**config.mk**
```make
export PLATFORM = sky130hd
export DESIGN_NAME = attack_encoder
export DESIGN_NICKNAME = d
export VERILOG_FILES = /design/src/rtl/attack_pkg.sv /design/src/rtl/attack_edge_detect.sv /design/src/rtl/attack_encoder.sv
export SDC_FILE = /design/constraint.sdc
export NUM_CORES = 1
export LEC_CHECK = 0
export ABC_AREA = 1
export CORE_MARGIN = 2
export CORE_UTILIZATION = 50
export CTS_CLUSTER_SIZE = 24
export DETAILED_ROUTE_END_ITERATION = 6
export GPL_ROUTABILITY_DRIVEN = 0
export PLACE_DENSITY = 0.85
export SYNTH_ARGS = -nofsm -noshare
export SYNTH_HDL_FRONTEND = slang
export SYNTH_HIERARCHICAL = 1
export SYNTH_SLANG_ARGS = --single-unit
export TNS_END_PERCENT = 100
```
**constraint.sdc**
```tcl
create_clock -name i_clk -period 4.21 [get_ports i_clk]
set_input_delay 0.6315 -clock i_clk [delete_from_list [all_inputs] [get_ports i_clk]]
set_output_delay 0.6315 -clock i_clk [all_outputs]
set_load 0.01 [all_outputs]
```
**src/rtl/attack_pkg.sv**
```systemverilog
// attack_pkg: state encoding, attack-word bit map and default frame counts shared with the damage lookup stage
package attack_pkg;

   typedef enum logic [1:0] {
      ST_IDLE,
      ST_STARTUP,
      ST_ACTIVE,
      ST_RECOVERY
   } state_t;

   localparam int CONNECT   = 0;
   localparam int BUSY      = 1;
   localparam int A         = 5;
   localparam int UP_B      = 6;
   localparam int DOWN_B    = 7;
   localparam int SIDE_B_L  = 8;
   localparam int SIDE_B_R  = 9;
   localparam int NEUTRAL_B = 10;

   localparam logic [7:0] DEF_A_STARTUP  = 8'd2;
   localparam logic [7:0] DEF_A_ACTIVE   = 8'd3;
   localparam logic [7:0] DEF_A_RECOVERY = 8'd4;
   localparam logic [7:0] DEF_B_STARTUP  = 8'd4;
   localparam logic [7:0] DEF_B_ACTIVE   = 8'd4;
   localparam logic [7:0] DEF_B_RECOVERY = 8'd10;

   // B move one-hot relative to bit A, stick priority up > down > left > right > neutral
   function automatic logic [5:0] decode_b(input logic up, input logic down,
                                           input logic left, input logic right);
      logic [5:0] m;
      m = '0;
      if (up)         m[UP_B - A]      = 1'b1;
      else if (down)  m[DOWN_B - A]    = 1'b1;
      else if (left)  m[SIDE_B_L - A]  = 1'b1;
      else if (right) m[SIDE_B_R - A]  = 1'b1;
      else            m[NEUTRAL_B - A] = 1'b1;
      return m;
   endfunction

endpackage

```
**src/rtl/attack_edge_detect.sv**
```systemverilog
// attack_edge_detect: rising-edge detector for both attack buttons, previous samples reset to 0
module attack_edge_detect (
   input  logic i_clk,
   input  logic i_rst_n,
   input  logic i_btn_a,
   input  logic i_btn_b,
   output logic o_rise_a,
   output logic o_rise_b
);

   logic [1:0] r_prev;

   // remember last cycle's button levels
   always_ff @(posedge i_clk or negedge i_rst_n) begin
      if (!i_rst_n) r_prev <= 2'b00;
      else          r_prev <= {i_btn_b, i_btn_a};
   end

   assign o_rise_a = i_btn_a & ~r_prev[0];
   assign o_rise_b = i_btn_b & ~r_prev[1];

endmodule

```
**src/rtl/attack_encoder.sv**
```systemverilog
// attack_encoder: per-player move sequencer producing the attack word; ATTACK_BUFFER_EN adds a one-deep recovery input buffer
module attack_encoder
   import attack_pkg::*;
#(
   parameter logic [7:0] A_STARTUP  = DEF_A_STARTUP,
   parameter logic [7:0] A_ACTIVE   = DEF_A_ACTIVE,
   parameter logic [7:0] A_RECOVERY = DEF_A_RECOVERY,
   parameter logic [7:0] B_STARTUP  = DEF_B_STARTUP,
   parameter logic [7:0] B_ACTIVE   = DEF_B_ACTIVE,
   parameter logic [7:0] B_RECOVERY = DEF_B_RECOVERY
) (
   input  logic        i_clk,
   input  logic        i_rst_n,
   input  logic        i_frame_tick,
   input  logic        i_btn_a,
   input  logic        i_btn_b,
   input  logic        i_stick_up,
   input  logic        i_stick_down,
   input  logic        i_stick_left,
   input  logic        i_stick_right,
   input  logic        i_hit,
   input  logic        i_stunned,
   output logic [31:0] o_attack
);

   state_t      r_state, w_state;
   logic [7:0]  r_cnt, w_cnt;
   logic [5:0]  r_move, w_move;
   logic        r_conn, w_conn;
   logic        r_strobe, w_strobe;
   logic        w_rise_a, w_rise_b, w_start;
   logic [5:0]  w_new_move;
   logic [31:0] w_word;
`ifdef ATTACK_BUFFER_EN
   logic        r_buf_v, w_buf_v;
   logic [5:0]  r_buf_move, w_buf_move;
`endif

   // move bit 0 of the 6-bit move vector is the A move
   function automatic logic [7:0] startup_of(input logic [5:0] m);
      return m[0] ? A_STARTUP : B_STARTUP;
   endfunction

   function automatic logic [7:0] active_of(input logic [5:0] m);
      return m[0] ? A_ACTIVE : B_ACTIVE;
   endfunction

   function automatic logic [7:0] recovery_of(input logic [5:0] m);
      return m[0] ? A_RECOVERY : B_RECOVERY;
   endfunction

   attack_edge_detect u_edge (
      .i_clk    (i_clk),
      .i_rst_n  (i_rst_n),
      .i_btn_a  (i_btn_a),
      .i_btn_b  (i_btn_b),
      .o_rise_a (w_rise_a),
      .o_rise_b (w_rise_b)
   );

   assign w_start    = w_rise_a | w_rise_b;
   assign w_new_move = w_rise_b ? decode_b(i_stick_up, i_stick_down, i_stick_left, i_stick_right) : 6'b000001;

   // next-state: stun abort, start from idle, connect detection, frame countdown
   always_comb begin
      w_state  = r_state;
      w_cnt    = r_cnt;
      w_move   = r_move;
      w_conn   = r_conn;
      w_strobe = 1'b0;
`ifdef ATTACK_BUFFER_EN
      w_buf_v    = r_buf_v;
      w_buf_move = r_buf_move;
`endif
      if (i_stunned) begin
         w_state = ST_IDLE;
         w_cnt   = 8'd0;
         w_move  = '0;
         w_conn  = 1'b0;
`ifdef ATTACK_BUFFER_EN
         w_buf_v    = 1'b0;
         w_buf_move = '0;
`endif
      end else if (r_state == ST_IDLE) begin
         if (w_start) begin
            w_state = ST_STARTUP;
            w_cnt   = startup_of(w_new_move);
            w_move  = w_new_move;
            w_conn  = 1'b0;
         end
      end else begin
         if (r_state == ST_ACTIVE && i_hit && !r_conn) begin
            w_strobe = 1'b1;
            w_conn   = 1'b1;
         end
`ifdef ATTACK_BUFFER_EN
         if (r_state == ST_RECOVERY && w_start && !r_buf_v) begin
            w_buf_v    = 1'b1;
            w_buf_move = w_new_move;
         end
`endif
         if (i_frame_tick) begin
            if (r_cnt > 8'd1) begin
               w_cnt = r_cnt - 8'd1;
            end else if (r_state == ST_STARTUP) begin
               w_state = ST_ACTIVE;
               w_cnt   = active_of(r_move);
            end else if (r_state == ST_ACTIVE) begin
               w_state = ST_RECOVERY;
               w_cnt   = recovery_of(r_move);
            end else begin
               w_state = ST_IDLE;
               w_cnt   = 8'd0;
               w_move  = '0;
               w_conn  = 1'b0;
`ifdef ATTACK_BUFFER_EN
               if (w_buf_v) begin
                  w_state    = ST_STARTUP;
                  w_move     = w_buf_move;
                  w_cnt      = startup_of(w_buf_move);
                  w_buf_v    = 1'b0;
                  w_buf_move = '0;
               end
`endif
            end
         end
      end
   end

   // state, counter, latched move and connect flags
   always_ff @(posedge i_clk or negedge i_rst_n) begin
      if (!i_rst_n) begin
         r_state  <= ST_IDLE;
         r_cnt    <= 8'd0;
         r_move   <= '0;
         r_conn   <= 1'b0;
         r_strobe <= 1'b0;
      end else begin
         r_state  <= w_state;
         r_cnt    <= w_cnt;
         r_move   <= w_move;
         r_conn   <= w_conn;
         r_strobe <= w_strobe;
      end
   end

`ifdef ATTACK_BUFFER_EN
   // one-deep buffer for a press seen during recovery
   always_ff @(posedge i_clk or negedge i_rst_n) begin
      if (!i_rst_n) begin
         r_buf_v    <= 1'b0;
         r_buf_move <= '0;
      end else begin
         r_buf_v    <= w_buf_v;
         r_buf_move <= w_buf_move;
      end
   end
`endif

   // attack word assembled purely from registered state
   always_comb begin
      w_word              = '0;
      w_word[CONNECT]     = r_strobe;
      w_word[BUSY]        = r_state != ST_IDLE;
      w_word[NEUTRAL_B:A] = r_move;
   end

   assign o_attack = w_word;

endmodule
```
### Word level (Yosys, flattened, before mapping)

Cells that the tools add are included.

| word-level totals | value |
|---|---|
| logic and storage cells | 72 |
| output and inout bits | 32 |
| register bits | 20 |

| cells by class | value |
|---|---|
| bitwise logic cells | 5 |
| reductions and logical operators | 9 |
| multiplexer cells | 44 |
| equality and inequality tests | 6 |
| order comparisons | 1 |
| $add $sub $neg | 1 |

Operators by type and width:

| kind | number |
|---|---|
| $mux W6 | 8 |
| $mux W8 | 5 |
| $mux W1 | 16 |
| $mux W2 | 8 |
| $mux W4 | 4 |
| $ne A3 B3 Y1 const B | 4 |
| $mux W3 | 3 |
| $gt A8 B1 Y1 const B | 1 |
| $sub A8 B1 Y8 const B | 1 |
| $reduce_and A5 Y1 | 1 |
| $reduce_and A3 Y1 | 1 |
| $reduce_bool A3 Y1 | 1 |
| $and A1 B1 Y1 | 2 |
| $eq A2 B1 Y1 const B | 1 |
| $eq A2 B2 Y1 const B | 1 |
| $logic_and A1 B1 Y1 | 2 |
| $logic_not A2 Y1 | 1 |
| $not A1 Y1 | 2 |
| $reduce_and A2 Y1 | 1 |
| $reduce_bool A2 Y1 | 1 |
| $logic_not A1 Y1 | 1 |
| $or A1 B1 Y1 | 1 |

### Depth between registers and ports, before layout

Gate-level depths: netlist of the first run.

| logic depth | value |
|---|---|
| depth after elaboration | 10 |
| mapped depth | 11 |
| mapped depth without buffers | 11 |

### Cells and area by module

Netlist of the first run, hierarchy kept.

Modules (own cells, without submodules):

| module | times used | sequential area each (um^2) | cells an instance | area each (um^2) |
|---|---|---|---|---|
| attack_encoder | 1 | 450.4 | 191 | 1360.1 |
| attack_edge_detect | 1 | 50.0 | 6 | 70.1 |

### Worst setup path after synthesis of the first run

Ideal clock, no wire load.

| timing path | value |
|---|---|
| kind | reg-to-output |
| start | register r_state[0] |
| end | output o_attack[1] |
| path slack | 2705 ps |
| buffers on the path | 0 |
| arrival time | 874 ps |
| stages on the path, launching flop included | 4 |
| path through | dfrtp_1 -> inv_1 -> ha_1 -> inv_2 |

| between the ends | value |
|---|---|
| cells in the longest elaborated chain, start to end | 1 |

Ends and longest elaborated chain:

| element | RTL line | RTL |
|---|---|---|
| from (decl) | attack_encoder.sv:26 | `state_t r_state, w_state;` |
| from (signal assigned) | attack_encoder.sv:139 | `r_state <= w_state;` |
| $reduce_bool A2 Y1 | attack_encoder.sv:164 | `w_word[BUSY] = r_state != ST_IDLE;` |
| to (decl) | attack_encoder.sv:23 | `output logic [31:0] o_attack` |

No other way between the ends.

### Final worst setup path of the first run

Ends and elaborated chain as after synthesis.

==> run_results.csv, run 1 <==
group,metric,value,unit
yosys,ys.flop_type,"dfrtp_1",
sta,tightestPinTransition,0.8851,ns
clock_network,cts-hold-fix-buffers,0,
min_path,holdPathStages,1,
min_path,hp-class,"flop to flop",
yosys,synth-warning-count,6,
critical_path,r2r_start,"r_cnt[0]$_DFFE_PN0P_",
critical_path,worstPathArrival,1.74,ns
clock_network,ctsResizeCount,0,
sta,fmax,0.4208,GHz
sta,finalHoldViolCount,0,
yosys,ys_types,27,
clock_network,cts.path.max_buffers,2,
flow_run,maxCapViolCount,0,
finish,stdcell_area,1600,µm²
global_routing,grt_pass1_wl,4.436,mm
yosys,synth.avg_cell_area,7.260,µm²
clock_network,clock_sinks,20,
detailed_routing,drc,0,
sta,finClkSkew,0.003548,ns
yosys,synth_area,1430,µm²
global_routing,grt_overflow,0,
detailed_routing,postRouteAntennaNets,0,
yosys,synth_edf_count,0,
critical_path,reg2regPathDepth,11,
detailed_routing,vias,1165,
die,start_util,0.5231,
yosys,synthCells,197,
clock_network,root_buffer,"clkbuf_4",
sta,drv_slew,0,
clock_network,numCtsBuffers,3,
critical_path,end_kind,"output pin",
critical_path,cpMaxStageDelayCell,"clkdlybuf4s50_1",
sta,setup_violations,0,
sta,hold_ws,0.4549,ns
pwr,cellPowerDensity,664.0,nW/µm²
die,row_count,19,
finish,area_delta_synth_final,11.90,%
critical_path,path_cells,"inv_1, ha_1, inv_2, clkdlybuf4s50_1",
critical_path,critPathRequiredTime,3.58,ns
yosys,ys_seq_area_frac,0.3500,
pwr,power.leakage,0.8750,nW
sta,rsz0062_at_grt,"false",
detailed_routing,wl,2.489,mm
yosys,async_flop_share,1.000,
finish,nNetsFinal,234,
global_routing,gr-usage-all-layers,0.1677,
placement,hpwl,2.063,mm
critical_path,reg2reg_slack,2.58,ns
die,die_area,3304,µm²
global_routing,grt_start_max_net_pins,21,
critical_path,critPathBufInv,3,
clock_network,clk_pin_slew,0.11,ns
outcome,status,"completed",
global_routing,antenna_found_initial,0,
clock_network,post-cts-setup-buffers,0,
placement,io_buffers,18,
die,pin_count,43,
die,core,2734,µm²
sta,period_share,0.5644,
pwr,finalPower,1.063,mW
finish,final_cells,248,
critical_path,cp-startpoint,"r_state[0]$_DFFE_PN0P_",
critical_path,cp_slowest_stage_delay,0.48,ns
min_path,min_to,"r_strobe$_DFF_PN0_",
yosys,ys_ff_latch,20,
critical_path,timing_worst_setup_path_type,"flop to output pin",
placement,post-place-cells,244,
global_routing,grt_pass1_vias,1068,
detailed_routing,dr.pass1.iters,4,
detailed_routing,wl_per_cell,10.04,µm
sta,period_minus_slack,2.376,ns
clock_network,h-tree-depth,1,
finish,final_core_util,0.5854,
placement,place_area,1548,µm²
die,dieHeight,57.48,µm
clock_network,clk_latency,0.30,ns
critical_path,critPathLaunchType,"flop",
detailed_routing,drtIter0Drc,23,
min_path,hold_start,"r_conn$_DFFE_PN0P_",
pwr,max-vdd-ir-drop,466.2,µV
finish,antenna_cells,0,
sta,slew_headroom,0.4081,
sta,fin_ws,1.834,ns
detailed_routing,vias_per_cell,4.698,
finish,drive_above_1_share,0.08756,
sta,fin_setup_tns,0,ns
die,die_w,57.48,µm
clock_network,tritoncts,"done",
critical_path,cp_max_fo,5,
critical_path,critical-path-top-delay-family,"buffers and inverters",
critical_path,r2r-end,"r_cnt[1]$_DFFE_PN0P_",
placement,dp_slack,2.170,ns
worst register-to-register path, cell delays in order, from the launching register on:
cell and delay [ns]:
dfrtp_1 0.42, inv_1 0.12, ha_1 0.22, inv_1 0.07, nand2_1 0.06, nand2_1 0.05, nor2_1 0.26, nand2_1 0.09
nand2_1 0.08, nand2_1 0.04, nand2_1 0.05, nand2_1 0.06
how the worst max path moves through the flow:
stage                        endpoint  slack, ns  depth (start not counted)
after CTS                 o_attack[1]       1.83                          4
after global routing      o_attack[1]       1.73                          4
after global placement    o_attack[1]       2.17                          4
after floorplan           o_attack[1]       2.70                          3
final                     o_attack[1]       1.83                          4
after detailed placement  o_attack[1]       2.17                          4
layout make-up:
type	count	area (µm²)
Timing Repair Buffer	18	180.2
Clock buffer	3	22.52
Multi-Input combinational cell	151	730.7
Fill cell	243	1134
Clock inverter	1	30.03
Sequential cell	20	500.5
Tap cell	31	38.79
Inverter	24	97.59
power by group:
part	internal [mW]	total [mW]	switching [mW]	leakage [nW]
registers	0.245	0.298	0.0538	0.266
clock network	0.0962	0.155	0.0588	0.0279
logic	0.226	0.609	0.383	0.581
total	0.567	1.06	0.496	0.875
synthesized netlist by cell type, types with 2 or more instances:
library cell  number  area, µm²
a21oi_1            4      20.02
buf_4             25      187.7
dfrtp_1           20      500.5
ha_1               5      62.56
inv_1             21      78.83
inv_2              2      7.510
nand2_1           64      240.2
nand2_2            3      18.77
nand2_4            2      22.52
nand3_1            7      35.03
nand3_4            2      35.03
nand4_1            2      12.51
nor2_1            21      78.83
nor2_2             3      18.77
nor3_1             2      10.01
o21ai_1            3      15.01
routing by layer:
metal  share of wire  track usage  vias to the layer above
met5               0            0                        -
met4          0.0032      0.04651                        0
met3           0.039      0.01361                        2
met2            0.52       0.2890                       32
met1            0.44       0.2261                      532
li1                -            -                      599
sequential cells by signal (all words and copies together) (netlist names):
register,cells
r_cnt,8
r_conn,1
r_move,6
r_state,2
r_strobe,1
u_edge/r_prev,2
cells in the final DEF, fill, tap and decap left out, drive strengths merged:
master	n
bufinv	1
nor3	3
xnor2	1
conb	24
a21oi	4
ha	5
clkbuf	3
o211ai	1
clkdlybuf4s50	18
a31oi	1
nand3	9
xor2	1
nand2	69
dfrtp	20
or2	1
nor2	25
inv	24
nand3b	1
o21ai	4
nand4	2
cell families (layout without fill, tap and decap cells):
| kind of cell | count (synthesis) | count (layout) | synth area share |
|---|---|---|---|
| and+or+nand+nor | 110 | 110 | 0.3543 |
| buffers and inverters | 49 | 46 | 0.1995 |
| DFF | 20 | 20 | 0.3500 |
| AOI/OAI and AO/OA | 10 | 10 | 0.03762 |
| adders and majority gates | 5 | 5 | 0.04374 |
| xor gates and xnor gates | 2 | 2 | 0.01225 |
| other | 1 | 24 | 0.002622 |
Power figures use the tool's default switching activity.
==> run 2: changes to the inputs <==
--- a/config.mk
+++ b/config.mk
@@ -7,11 +7,11 @@
 export LEC_CHECK = 0
 export ABC_AREA = 1
 export CORE_MARGIN = 2
-export CORE_UTILIZATION = 50
+export CORE_UTILIZATION = 42
 export CTS_CLUSTER_SIZE = 24
 export DETAILED_ROUTE_END_ITERATION = 6
 export GPL_ROUTABILITY_DRIVEN = 0
-export PLACE_DENSITY = 0.85
+export PLACE_DENSITY = 0.77
 export SYNTH_ARGS = -nofsm -noshare
 export SYNTH_HDL_FRONTEND = slang
 export SYNTH_HIERARCHICAL = 1
==> constraint.sdc (replaced) <==
create_clock -name i_clk -period 1.96 [get_ports i_clk]
set_input_delay 0.294 -clock i_clk [delete_from_list [all_inputs] [get_ports i_clk]]
set_output_delay 0.294 -clock i_clk [all_outputs]
set_load 0.01 [all_outputs]
==> run 2 against run 1 <==
Final area grew 1.4%. First-iteration DRC count increased by 35%. Combinational power rose by 120%. Utilization fell by 9.5 points. Critical path type unchanged. Largest power group unchanged. Highest routed layer unchanged.
==> run_results.csv, run 2 (synthesis gave the netlist of run 1 again) <==
group,metric,value,unit
clock_network,numCtsBuffers,3,
clock_network,tritoncts,"done",
critical_path,critPathLaunchType,"flop",
die,die_area,3888,µm²
pwr,finalPower,2.227,mW
finish,fillCellCount,337,
clock_network,clock_sinks,20,
clock_network,root_buffer,"clkbuf_4",
pwr,max-vdd-ir-drop,729.4,µV
global_routing,grt_overflow,0,
finish,layout_commonest_cell,"nand2_1",
global_routing,antenna_found_initial,0,
critical_path,critical-path-top-delay-family,"buffers and inverters",
critical_path,cp_max_fo,5,
flow_run,maxCapViolCount,0,
sta,period_minus_slack,1.895,ns
finish,final_cell_mix,"nand2_1, conb_1, inv_1, nor2_1, dfrtp_1",
finish,reg.largest.list,"r_cnt x8, r_move x6",
detailed_routing,postRouteAntennaNets,0,
global_routing,grt_start_max_net_pins,21,
die,die_w,62.35,µm
critical_path,end_kind,"output pin",
sta,fin_setup_tns,0,ns
sta,drv_slew,0,
detailed_routing,vias_per_cell,4.258,
critical_path,r2r-end,"r_move[4]$_DFFE_PN0P_",
die,row_count,21,
finish,largest_reg_flops,8,
sta,finClkSkew,0.0007477,ns
critical_path,critPathBufInv,3,
global_routing,grt_pass1_vias,1002,
critical_path,path_cells,"inv_1, ha_4, inv_2, clkdlybuf4s50_1",
clock_network,cts.path.max_buffers,2,
sta,fmax,0.5276,GHz
die,pin_count,43,
pwr,power.leakage,0.8738,nW
die,dieHeight,62.35,µm
clock_network,ctsResizeCount,2,
sta,period_share,0.9670,
detailed_routing,wl,2.512,mm
finish,top_register,"r_cnt",
detailed_routing,wl_per_cell,9.515,µm
clock_network,h-tree-depth,1,
global_routing,gr-usage-all-layers,0.1356,
critical_path,worstPathArrival,1.60,ns
critical_path,reg2regPathDepth,9,
outcome,status,"completed",
critical_path,reg2reg_slack,0.36,ns
min_path,hp-class,"input port to asynchronous set/reset pin",
detailed_routing,vias,1124,
clock_network,clk_latency,0.30,ns
clock_network,cts-hold-fix-buffers,0,
placement,io_buffers,18,
sta,finalHoldViolCount,0,
die,start_util,0.4320,
finish,drive_above_1_share,0.09633,
detailed_routing,drc,0,
critical_path,cpMaxStageDelayCell,"clkdlybuf4s50_1",
detailed_routing,dr.pass1.iters,4,
clock_network,clk_pin_slew,0.11,ns
sta,setup_violations,0,
finish,area_delta_synth_final,13.47,%
pwr,cellPowerDensity,1372,nW/µm²
placement,hpwl,1.995,mm
clock_network,post-cts-setup-buffers,0,
global_routing,grt_pass1_wl,4.298,mm
critical_path,r2r_start,"r_cnt[0]$_DFFE_PN0P_",
finish,antenna_cells,0,
finish,nNetsFinal,235,
die,core,3311,µm²
critical_path,critPathRequiredTime,1.67,ns
critical_path,cp_slowest_stage_delay,0.47,ns
critical_path,timing_worst_setup_path_type,"flop to output pin",
detailed_routing,drtIter0Drc,31,
sta,rsz0062_at_grt,"false",
-- run 2: cell count changes in the layout (fill, tap and decap cells not counted), sizes merged --
cell,before,now
clkbuf,3,4
bufinv,1,0
buf,0,1
-- run 2: through the flow --
stage	instances	utilization	worst slack [ns]	hold slack [ns]	area (µm²)
6_report	264	0.4902	0.06476	0.3145	1623
5_1_grt	264	0.4902	0.0009670	0.3476	1623
4_1_cts	264	0.4902	0.06132	0.3197	1623
3_5_place_dp	260	0.4754	0.2532	0.4280	1574
3_3_place_gp	260	0.4754	0.2587	0.4407	1574
2_1_floorplan	220	-	0.5304	-0.001591	1516
-- run 2: routing by layer --
layer / up-vias / wire [µm] / GRT usage
met2: 27 / 1306 / 0.2568
met4: 0 / 21 / 0.02500
met5: - / 0 / 0
met1: 498 / 1109 / 0.1694
met3: 2 / 74 / 0.01087
li1: 597 / - / -
-- run 2: worst max path at each step --
stage | start | endpoint | slack [ns] | depth (start not counted)
after floorplan | r_state[0]$_DFFE_PN0P_ | r_move[0]$_DFFE_PN0P_ | 0.53 | 9
after global placement | r_state[0]$_DFFE_PN0P_ | o_attack[1] | 0.26 | 4
after detailed placement | i_stunned | r_move[2]$_DFFE_PN0P_ | 0.25 | 8
after CTS | r_state[0]$_DFFE_PN0P_ | o_attack[1] | 0.06 | 4
after global routing | r_state[0]$_DFFE_PN0P_ | o_attack[1] | 0.001 | 4
final | r_state[0]$_DFFE_PN0P_ | o_attack[1] | 0.06 | 4
-- run 2: cell type report --
class | instances | area (µm²) | area share
Clock buffer | 4 | 36.28 | 0.02236
Inverter | 24 | 97.59 | 0.06014
Multi-Input combinational cell | 151 | 743.2 | 0.4580
Sequential cell | 20 | 500.5 | 0.3084
Tap cell | 46 | 57.56 | 0.03547
Timing Repair Buffer | 19 | 187.7 | 0.1157
-- run 2: power breakdown --
group          internal [mW]  switching [mW]  leakage, nW
combinational          0.509           0.837        0.587
clock                  0.113           0.130       0.0210
sequential             0.526           0.111        0.266
total                   1.15            1.08        0.874
